### src/rtl/traffic_signal_timed.sv
`default_nettype none
// +--------------------------------------------------------------------------+
// | Module   : traffic_signal_timed                                          |
// | Purpose  : Two-way highway/country intersection controller with dwell    |
// |            timers, min/max greens and all-red clearance phases.          |
// | Options  : TRAFFIC_FLASH_EN adds the flash input and flashing state S6.  |
// | Revision : 1.0 - initial release                                         |
// +--------------------------------------------------------------------------+
module traffic_signal_timed #(
    parameter int HWY_MIN_GREEN   = 8,
    parameter int CNTRY_MIN_GREEN = 3,
    parameter int CNTRY_MAX_GREEN = 10,
    parameter int YELLOW_TIME     = 3,
    parameter int ALL_RED_TIME    = 2,
    parameter int CNT_W           = 8
`ifdef TRAFFIC_FLASH_EN
    ,
    parameter int FLASH_HALF      = 4
`endif
) (
    input  logic             clk,
    input  logic             reset,
    input  logic             x,
`ifdef TRAFFIC_FLASH_EN
    input  logic             flash,
`endif
    output logic [1:0]       hwy_signal,
    output logic [1:0]       cntry_road_signal,
    output logic [2:0]       state_out,
    output logic [2:0]       next_state_out,
    output logic [CNT_W-1:0] phase_cnt
);

    typedef enum logic [2:0] {
        S_HWY_GREEN    = 3'd0,
        S_HWY_YELLOW   = 3'd1,
        S_ALL_RED_A    = 3'd2,
        S_CNTRY_GREEN  = 3'd3,
        S_CNTRY_YELLOW = 3'd4,
        S_ALL_RED_B    = 3'd5,
        S_FLASH        = 3'd6,
        S_UNUSED       = 3'd7
    } state_t;

    localparam logic [1:0] c_red    = 2'b00;
    localparam logic [1:0] c_yellow = 2'b01;
    localparam logic [1:0] c_green  = 2'b10;

    // Last count value of each phase; the phase ends on the cycle the timer reaches it.
    localparam logic [CNT_W-1:0] c_hwy_min_last   = CNT_W'(HWY_MIN_GREEN - 1);
    localparam logic [CNT_W-1:0] c_cntry_min_last = CNT_W'(CNTRY_MIN_GREEN - 1);
    localparam logic [CNT_W-1:0] c_cntry_max_last = CNT_W'(CNTRY_MAX_GREEN - 1);
    localparam logic [CNT_W-1:0] c_yellow_last    = CNT_W'(YELLOW_TIME - 1);
    localparam logic [CNT_W-1:0] c_all_red_last   = CNT_W'(ALL_RED_TIME - 1);
`ifdef TRAFFIC_FLASH_EN
    localparam logic [CNT_W-1:0] c_flash_half     = CNT_W'(FLASH_HALF);
    localparam logic [CNT_W-1:0] c_flash_last     = CNT_W'(2 * FLASH_HALF - 1);
`endif

    state_t           r_state;
    logic [CNT_W-1:0] r_cnt;
    logic [1:0]       r_hwy;
    logic [1:0]       r_cntry;
    state_t           w_next;
    logic [CNT_W-1:0] w_next_cnt;

    // Lamp decode, applied to the upcoming state so the lamp registers line up with r_state.
    function automatic logic [3:0] f_lamps(input state_t s, input logic [CNT_W-1:0] c);
        logic [3:0] l;
        l = {c_red, c_red};
        case (s)
            S_HWY_GREEN:    l = {c_green,  c_red};
            S_HWY_YELLOW:   l = {c_yellow, c_red};
            S_CNTRY_GREEN:  l = {c_red,    c_green};
            S_CNTRY_YELLOW: l = {c_red,    c_yellow};
`ifdef TRAFFIC_FLASH_EN
            S_FLASH:        l = (c < c_flash_half) ? {c_yellow, c_yellow} : {c_red, c_red};
`endif
            default:        l = {c_red, c_red};
        endcase
        return l;
    endfunction

    always_comb begin
        w_next = r_state;
        case (r_state)
            S_HWY_GREEN:    if (x && (r_cnt >= c_hwy_min_last)) w_next = S_HWY_YELLOW;
            S_HWY_YELLOW:   if (r_cnt == c_yellow_last)         w_next = S_ALL_RED_A;
            S_ALL_RED_A:    if (r_cnt == c_all_red_last)        w_next = S_CNTRY_GREEN;
            S_CNTRY_GREEN:  if ((r_cnt == c_cntry_max_last) ||
                                (!x && (r_cnt >= c_cntry_min_last)))
                                w_next = S_CNTRY_YELLOW;
            S_CNTRY_YELLOW: if (r_cnt == c_yellow_last)         w_next = S_ALL_RED_B;
            S_ALL_RED_B:    if (r_cnt == c_all_red_last)        w_next = S_HWY_GREEN;
`ifdef TRAFFIC_FLASH_EN
            S_FLASH:        w_next = S_ALL_RED_B;
`endif
            default:        w_next = S_HWY_GREEN;
        endcase
`ifdef TRAFFIC_FLASH_EN
        if (flash) w_next = S_FLASH;
`endif
    end

    always_comb begin
        w_next_cnt = r_cnt + CNT_W'(1);
        if (w_next != r_state) begin
            w_next_cnt = '0;
        end else if ((r_state == S_HWY_GREEN) && (r_cnt >= c_hwy_min_last)) begin
            w_next_cnt = c_hwy_min_last;
        end
`ifdef TRAFFIC_FLASH_EN
        else if ((r_state == S_FLASH) && (r_cnt >= c_flash_last)) begin
            w_next_cnt = '0;
        end
`endif
    end

    always_ff @(posedge clk) begin
        if (!reset) begin
            r_state <= S_HWY_GREEN;
            r_cnt   <= '0;
            r_hwy   <= c_green;
            r_cntry <= c_red;
        end else begin
            r_state            <= w_next;
            r_cnt              <= w_next_cnt;
            {r_hwy, r_cntry}   <= f_lamps(w_next, w_next_cnt);
        end
    end

    assign state_out         = r_state;
    assign next_state_out    = w_next;
    assign phase_cnt         = r_cnt;
    assign hwy_signal        = r_hwy;
    assign cntry_road_signal = r_cntry;

endmodule
`default_nettype wire

### config.mk
export PLATFORM = sky130hd
export DESIGN_NAME = traffic_signal_timed
export DESIGN_NICKNAME = d
export VERILOG_FILES = /design/src/rtl/traffic_signal_timed.sv
export SDC_FILE = /design/constraint.sdc
export NUM_CORES = 1
export LEC_CHECK = 0
export CAP_MARGIN = 25
export CORE_MARGIN = 5
export CORE_UTILIZATION = 51
export DETAILED_ROUTE_END_ITERATION = 16
export GPL_TIMING_DRIVEN = 0
export PLACE_DENSITY_LB_ADDON = 0.08
export SETUP_SLACK_MARGIN = 0.02
export SLEW_MARGIN = 0
export SYNTH_ARGS = -nofsm -noshare
export SYNTH_HDL_FRONTEND = slang
export SYNTH_SLANG_ARGS = --single-unit
### constraint.sdc
create_clock -name clk -period 3.8 [get_ports clk]
set_input_delay 1.14 -clock clk [delete_from_list [all_inputs] [get_ports clk]]
set_output_delay 1.14 -clock clk [all_outputs]
set_load 0.02 [all_outputs]
**Word-level counts from Yosys, hierarchy flattened**

Index checks and enable logic that the tools add are counted.

- Memories kept: 0
- Latch bits: 0
- Register bits after elaboration: 15
- Output and inout port bits: 18
- RAM bits: 0
- Word-level logic and storage cells: 39
- Bits in read-only memories: 0
- Input bits: 3

- Equal/unequal tests: 12
- Magnitude comparators: 2
- Bitwise logic cells: 1
- Shift operators: 0
- Muxes and demuxes: 9
- Reduce and logical (&&, ||, !) cells: 9
- $add $sub $neg: 1
- Divide/modulo/power cells: 0
- $mul: 0

Operators by type and width:

| kind | number |
|---|---|
| $mux 3 | 7 |
| $pmux 3 s6 | 1 |
| $pmux 4 s4 | 1 |
| $eq 3x2->1 const B | 3 |
| $eq 3x3->1 const B | 3 |
| $add 8x1->8 const B | 1 |
| $eq 8x1->1 const B | 1 |
| $eq 8x2->1 const B | 1 |
| $eq 8x4->1 const B | 1 |
| $ge 8x2->1 const B | 1 |
| $ge 8x3->1 const B | 1 |
| $eq 3x1->1 const B | 2 |
| $logic_not 3->1 | 2 |
| $logic_and 1x1->1 | 3 |
| $ne 3x3->1 | 1 |
| $reduce_or 3->1 | 1 |
| $reduce_or 2->1 | 1 |
| $logic_not 1->1 | 1 |
| $logic_or 1x1->1 | 1 |
| $not 1->1 | 1 |

**Depth between registers and ports, before layout**

- Depth in word-level cells: 7
- Depth in mapped cells: 7
- Depth with buffers taken out: 7

**Worst setup path after synthesis**

No wires, ideal clock.

- Path type: input to output
- Start point: input x
- End point: output next_state_out[0]
- Arrival: 1,815 ps
- Stages: 3
- Path buffers: 0
- Slack: 845 ps
- Data required time: 2,660 ps
- Path through: a311o_2 -> nor2_2 -> inv_1

- Word-level cells in the longest chain between the ends: 5
- Elaborated cells between the ends (all ways): 7
- Those cells by class: mux: 3; reduce/logical: 4

Ends and longest elaborated chain:

| what | RTL line | text |
|---|---|---|
| start, declared | 23 | `input logic x,` |
| $logic_not 1->1 | 91 | `(!x && (r_cnt >= c_cntry_min_last)))` |
| $logic_and 1x1->1 | 91 |  |
| $logic_or 1x1->1 | 90 | `S_CNTRY_GREEN: if ((r_cnt == c_cntry_max_last) \|\|` |
| $mux 3 | 90 |  |
| $pmux 3 s6 (*) | 86 | `case (r_state)` |
| end, declared | 30 | `output logic [2:0] next_state_out,` |

Every way passes the cells marked *; elsewhere a longest branch is shown, timed or not.

**Worst setup path after layout**

- Start point: input x
- End point: output next_state_out[1]

Same word-level chain as after synthesis.

==> results list <==
- For this run, the slowest stage of the critical path takes 0.57 ns.
- DR vias/cell: 5.809
- Number of setup buffers added after CTS: 0
- Number of buffers inserted for hold repair after clock tree synthesis: 0
- The tree is rooted in a sky130_fd_sc_hd__clkbuf_4.
* Area added between synthesis and finish: 31.38%
* PD cells: 283.2 mW/mm^2
- Minimum setup slack in the final design: about 0.06 ns
- Once detail routing completed, the nets flagged for antenna violations numbered 0.
* Number of distinct library cell variants in the gate-level netlist after synthesis: 34
* Weighted congestion reported at the end of routability-driven placement: 0.9714
- Number of global-route vias before repair: 775
- Worst vdd ir: 0.2265 mV
- Die width: 50.91 um
- The die covers 0.002591 mm^2.
- The count of cells in the finished layout, fillers not included, comes to 136.
- In the routed design, unresolved DRC markers number 0.
* Detailed-route via count: 790
* Number of warning messages in the yosys log: 0
* Utilization after layout: 72.73%
- Pin placement for this block handled 21 I/O pins.
- The worst path uses 98.43% of the clock period.
* Hold violation total from the final report: 0
* Cell area after layout: 0.001121 mm^2
- Hold Path Class: register to register
- Clock tree synthesis inserted a total of 3 buffers.
- The slowest stage of the critical path is the sky130_fd_sc_hd__clkdlybuf4s50_1 cell.
* Most instantiated library cell after synthesis: sky130_fd_sc_hd__dfxtp_1
- STA puts the critical path data required time at 2.66 ns.
* Reg-to-reg setup timing slack: 1.80 ns
* Number of levels the H-tree was split into: 1
* Initial standard-cell utilization of the core: 55.36%
* Crit end category: output port
- Along the worst path, the maximum fanout reaches 4.
* First DRT Iteration DRCs: 16
- By area the synthesized netlist is led by sky130_fd_sc_hd__dfxtp_1 (35%), sky130_fd_sc_hd__a21oi_1 (4.7%), sky130_fd_sc_hd__ha_1 (4.4%), sky130_fd_sc_hd__nor2_1 (4.4%), sky130_fd_sc_hd__nand3_1 (4.1%).
* Post-Route Skew: 0.01176 ns
- Top cells by instance count after synthesis: sky130_fd_sc_hd__dfxtp_1 (15), sky130_fd_sc_hd__nor2_1 (10), sky130_fd_sc_hd__a21oi_1 (8)
- Number of max-capacitance violations reported: 0
- No sink is reached through more buffers than the 2 on the longest clock path.
* Cell taking the most area after synthesis: sky130_fd_sc_hd__dfxtp_1
- The most used flip-flop cell after synthesis is sky130_fd_sc_hd__dfxtp_1.
- Of the post-synthesis cell area, the dominant cell type holds roughly a third.
- Synthesized instance count: 96
- Avg Cell Area, Syn: slightly below 9 um^2
- During placement, the flow inserted port buffers numbering 20.
* Total power draw: 0.3175 mW
- The number of antenna diodes in the final layout is 0.
* Die outline height: 50.91 um
- Summed over all cells, the static leakage comes to 0.4406 nW.
- In the final layout, the share of cells above drive strength 1 is 18.33%.
* Clock network latency to the later pin of the worst-skew pair: about 0.3 ns
- The wire-length estimate of the detail-placed layout is 1.517 mm.
* Seq/Total Area, Yosys: a little over a third
* Tightest slew margin relative to the limit: about two thirds
* WHS Endpoint: phase_cnt[0]
- Data arrives at the worst endpoint at 2.60 ns.
- Fraction of synthesis flops using an asynchronous set or reset pin: 0%
- The worst register-to-register path begins at phase_cnt[5].
- Derived from the worst setup path, the maximum achievable clock frequency is between 0.2 and 0.3 GHz.
- Entering global routing, the biggest net connects 11 pins.
* Overflow left after global routing: 0
- By startpoint and endpoint, the worst setup path is classified as input pin to output port.
- Summing every instance area after synthesis gives 853.3 um^2.
* EDFF count, synth: 0
* Wire length of the first global-routing pass: 3.519 mm
- The first detailed-routing pass ran for 6 iterations.
* Final setup violation count: 0
- For this design, the sink count on the clock tree is 15.
- At the pin with the least slew margin, the transition time is approximately 0.5 ns.
- TritonCTS built the clock tree.
- Cell Chain, Critical Path: clkdlybuf4s50_1 > o22ai_2 > nor2_1 > o21a_1 > clkdlybuf4s15_1
- Worst reg-to-reg path cell count: 5
- The flow ran to the end, and the final reports show no timing, DRC or antenna violations.
* Synthesized netlist net count: ~100
- Time the final worst path needs with I/O delays and setup: between 3 and 4 ns
- Min-Delay Startpoint: phase_cnt[0]
* Number of antenna violations at the first check in global routing: 0
- Overall fraction of global-route tracks in use: roughly 17%
- Fin nets: about 130
* Number of pins with negative max-slew slack in the final report: 0
- Along the worst hold path, the cell count comes to 1.
* Per-cell routed wire length: about 15 um
- Number of cells after detailed placement: about 130
- Number of synthesized register bits: 15
- Unrepaired setup endpoints after global routing: yes
- Clock-pin slew was measured on the worst setup and hold paths at 0.11 ns.
- STA classifies the critical path startpoint as an input pin.
- After detailed routing, the total wire length is 2.028 mm.
* Post-place setup slack: -0.2364 ns
- Final total negative setup slack: 0 ns
- The region available for standard cell placement spans 0.001541 mm^2.
* Final worst hold slack: 0.5263 ns
- In this run the core area contains 14 standard-cell rows.
* Worst R2R End: phase_cnt[7]
- Once placement finished, the instance area stood at 0.001074 mm^2.
==> critical path: cells and delay by family <==
family          cells  cell delay (ns)
simple gates        1             0.19
compound gates      2             0.37
buf+inv             2             0.90
==> metal layers <==
layer  global-route usage (%)  vias to the layer above  share of wire (%)
met3                    4.070                        7                5.4
met4                    8.511                        0                2.9
met5                        0                        -                  0
met1                    23.40                      367                 45
met2                    26.03                       24                 46
li1                         -                      392                  -
==> worst max-delay path by stage <==
| stage | slack, ns | endpoint | cells past startpoint | start |
|---|---|---|---|---|
| after global routing | 0.0007 | next_state_out[2] | 5 | x |
| after CTS | 0.03 | next_state_out[0] | 5 | x |
| after global placement | -0.19 | next_state_out[2] | 5 | x |
| after detailed placement | -0.24 | next_state_out[2] | 5 | x |
| final | 0.06 | next_state_out[1] | 5 | x |
| after floorplan | 0.85 | next_state_out[0] | 3 | x |
==> timing repair <==
item | in CTS | in global routing
setup endpoints to repair | 3 | 3
gates resized for setup | 3 | 5
pin swaps | 0 | 1
==> layout make-up <==
| type | instances | area (um^2) |
|---|---|---|
| multi-input combinational | 70 | 519.2 |
| fill | 123 | 420.4 |
| sequential | 15 | 300.3 |
| timing repair buffer | 20 | 197.7 |
| buffer | 4 | 27.53 |
| inverter | 7 | 26.28 |
| clock buffer | 3 | 22.52 |
| tap | 16 | 20.02 |
| clock inverter | 1 | 7.507 |
==> power by group <==
group | total (mW) | switching, mW | internal [mW]
sequential | 0.165 | 0.00440 | 0.161
clock | 0.0997 | 0.0595 | 0.0402
combinational | 0.0523 | 0.0304 | 0.0218
total | 0.317 | 0.0944 | 0.223
==> state kept, by name, summed over array words and instances (netlist names) <==
register and flops:
cntry_road_signal 2, hwy_signal 2, phase_cnt 8, state_out 3
==> cells by family after synthesis <==
logic type / after synthesis / share of synthesized area [%]
buffers and inverters: 11 / 6.305
AOI/OAI and AO/OA: 22 / 20.09
adders and majority gates: 3 / 4.399
muxes: 1 / 1.320
and+or+nand+nor: 38 / 26.54
xor gates and xnor gates: 6 / 6.158
DFF: 15 / 35.19
==> cell usage in the layout (no fill, tap or decap), types with 2 or more instances in the layout <==
master | synthesis | routed
sky130_fd_sc_hd__o31ai_1 | 2 | 2
sky130_fd_sc_hd__dfxtp_1 | 15 | 15
sky130_fd_sc_hd__xnor2_1 | 2 | 2
sky130_fd_sc_hd__xor2_1 | 4 | 4
sky130_fd_sc_hd__a21oi_1 | 8 | 7
sky130_fd_sc_hd__a311oi_1 | 3 | 3
sky130_fd_sc_hd__nor3_1 | 3 | 2
sky130_fd_sc_hd__nand3b_1 | 3 | 3
sky130_fd_sc_hd__inv_1 | 7 | 7
sky130_fd_sc_hd__buf_4 | 3 | 3
sky130_fd_sc_hd__clkbuf_4 | 0 | 3
sky130_fd_sc_hd__clkdlybuf4s50_1 | 0 | 17
sky130_fd_sc_hd__dlygate4sd2_1 | 0 | 2
sky130_fd_sc_hd__nand2_1 | 3 | 3
sky130_fd_sc_hd__and3_2 | 2 | 2
sky130_fd_sc_hd__o21ai_0 | 2 | 2
sky130_fd_sc_hd__ha_1 | 3 | 3
sky130_fd_sc_hd__and2_1 | 2 | 2
sky130_fd_sc_hd__nor2_1 | 10 | 10
sky130_fd_sc_hd__nand3_1 | 7 | 7
No activity file was read; power rests on OpenSTA's default activity.
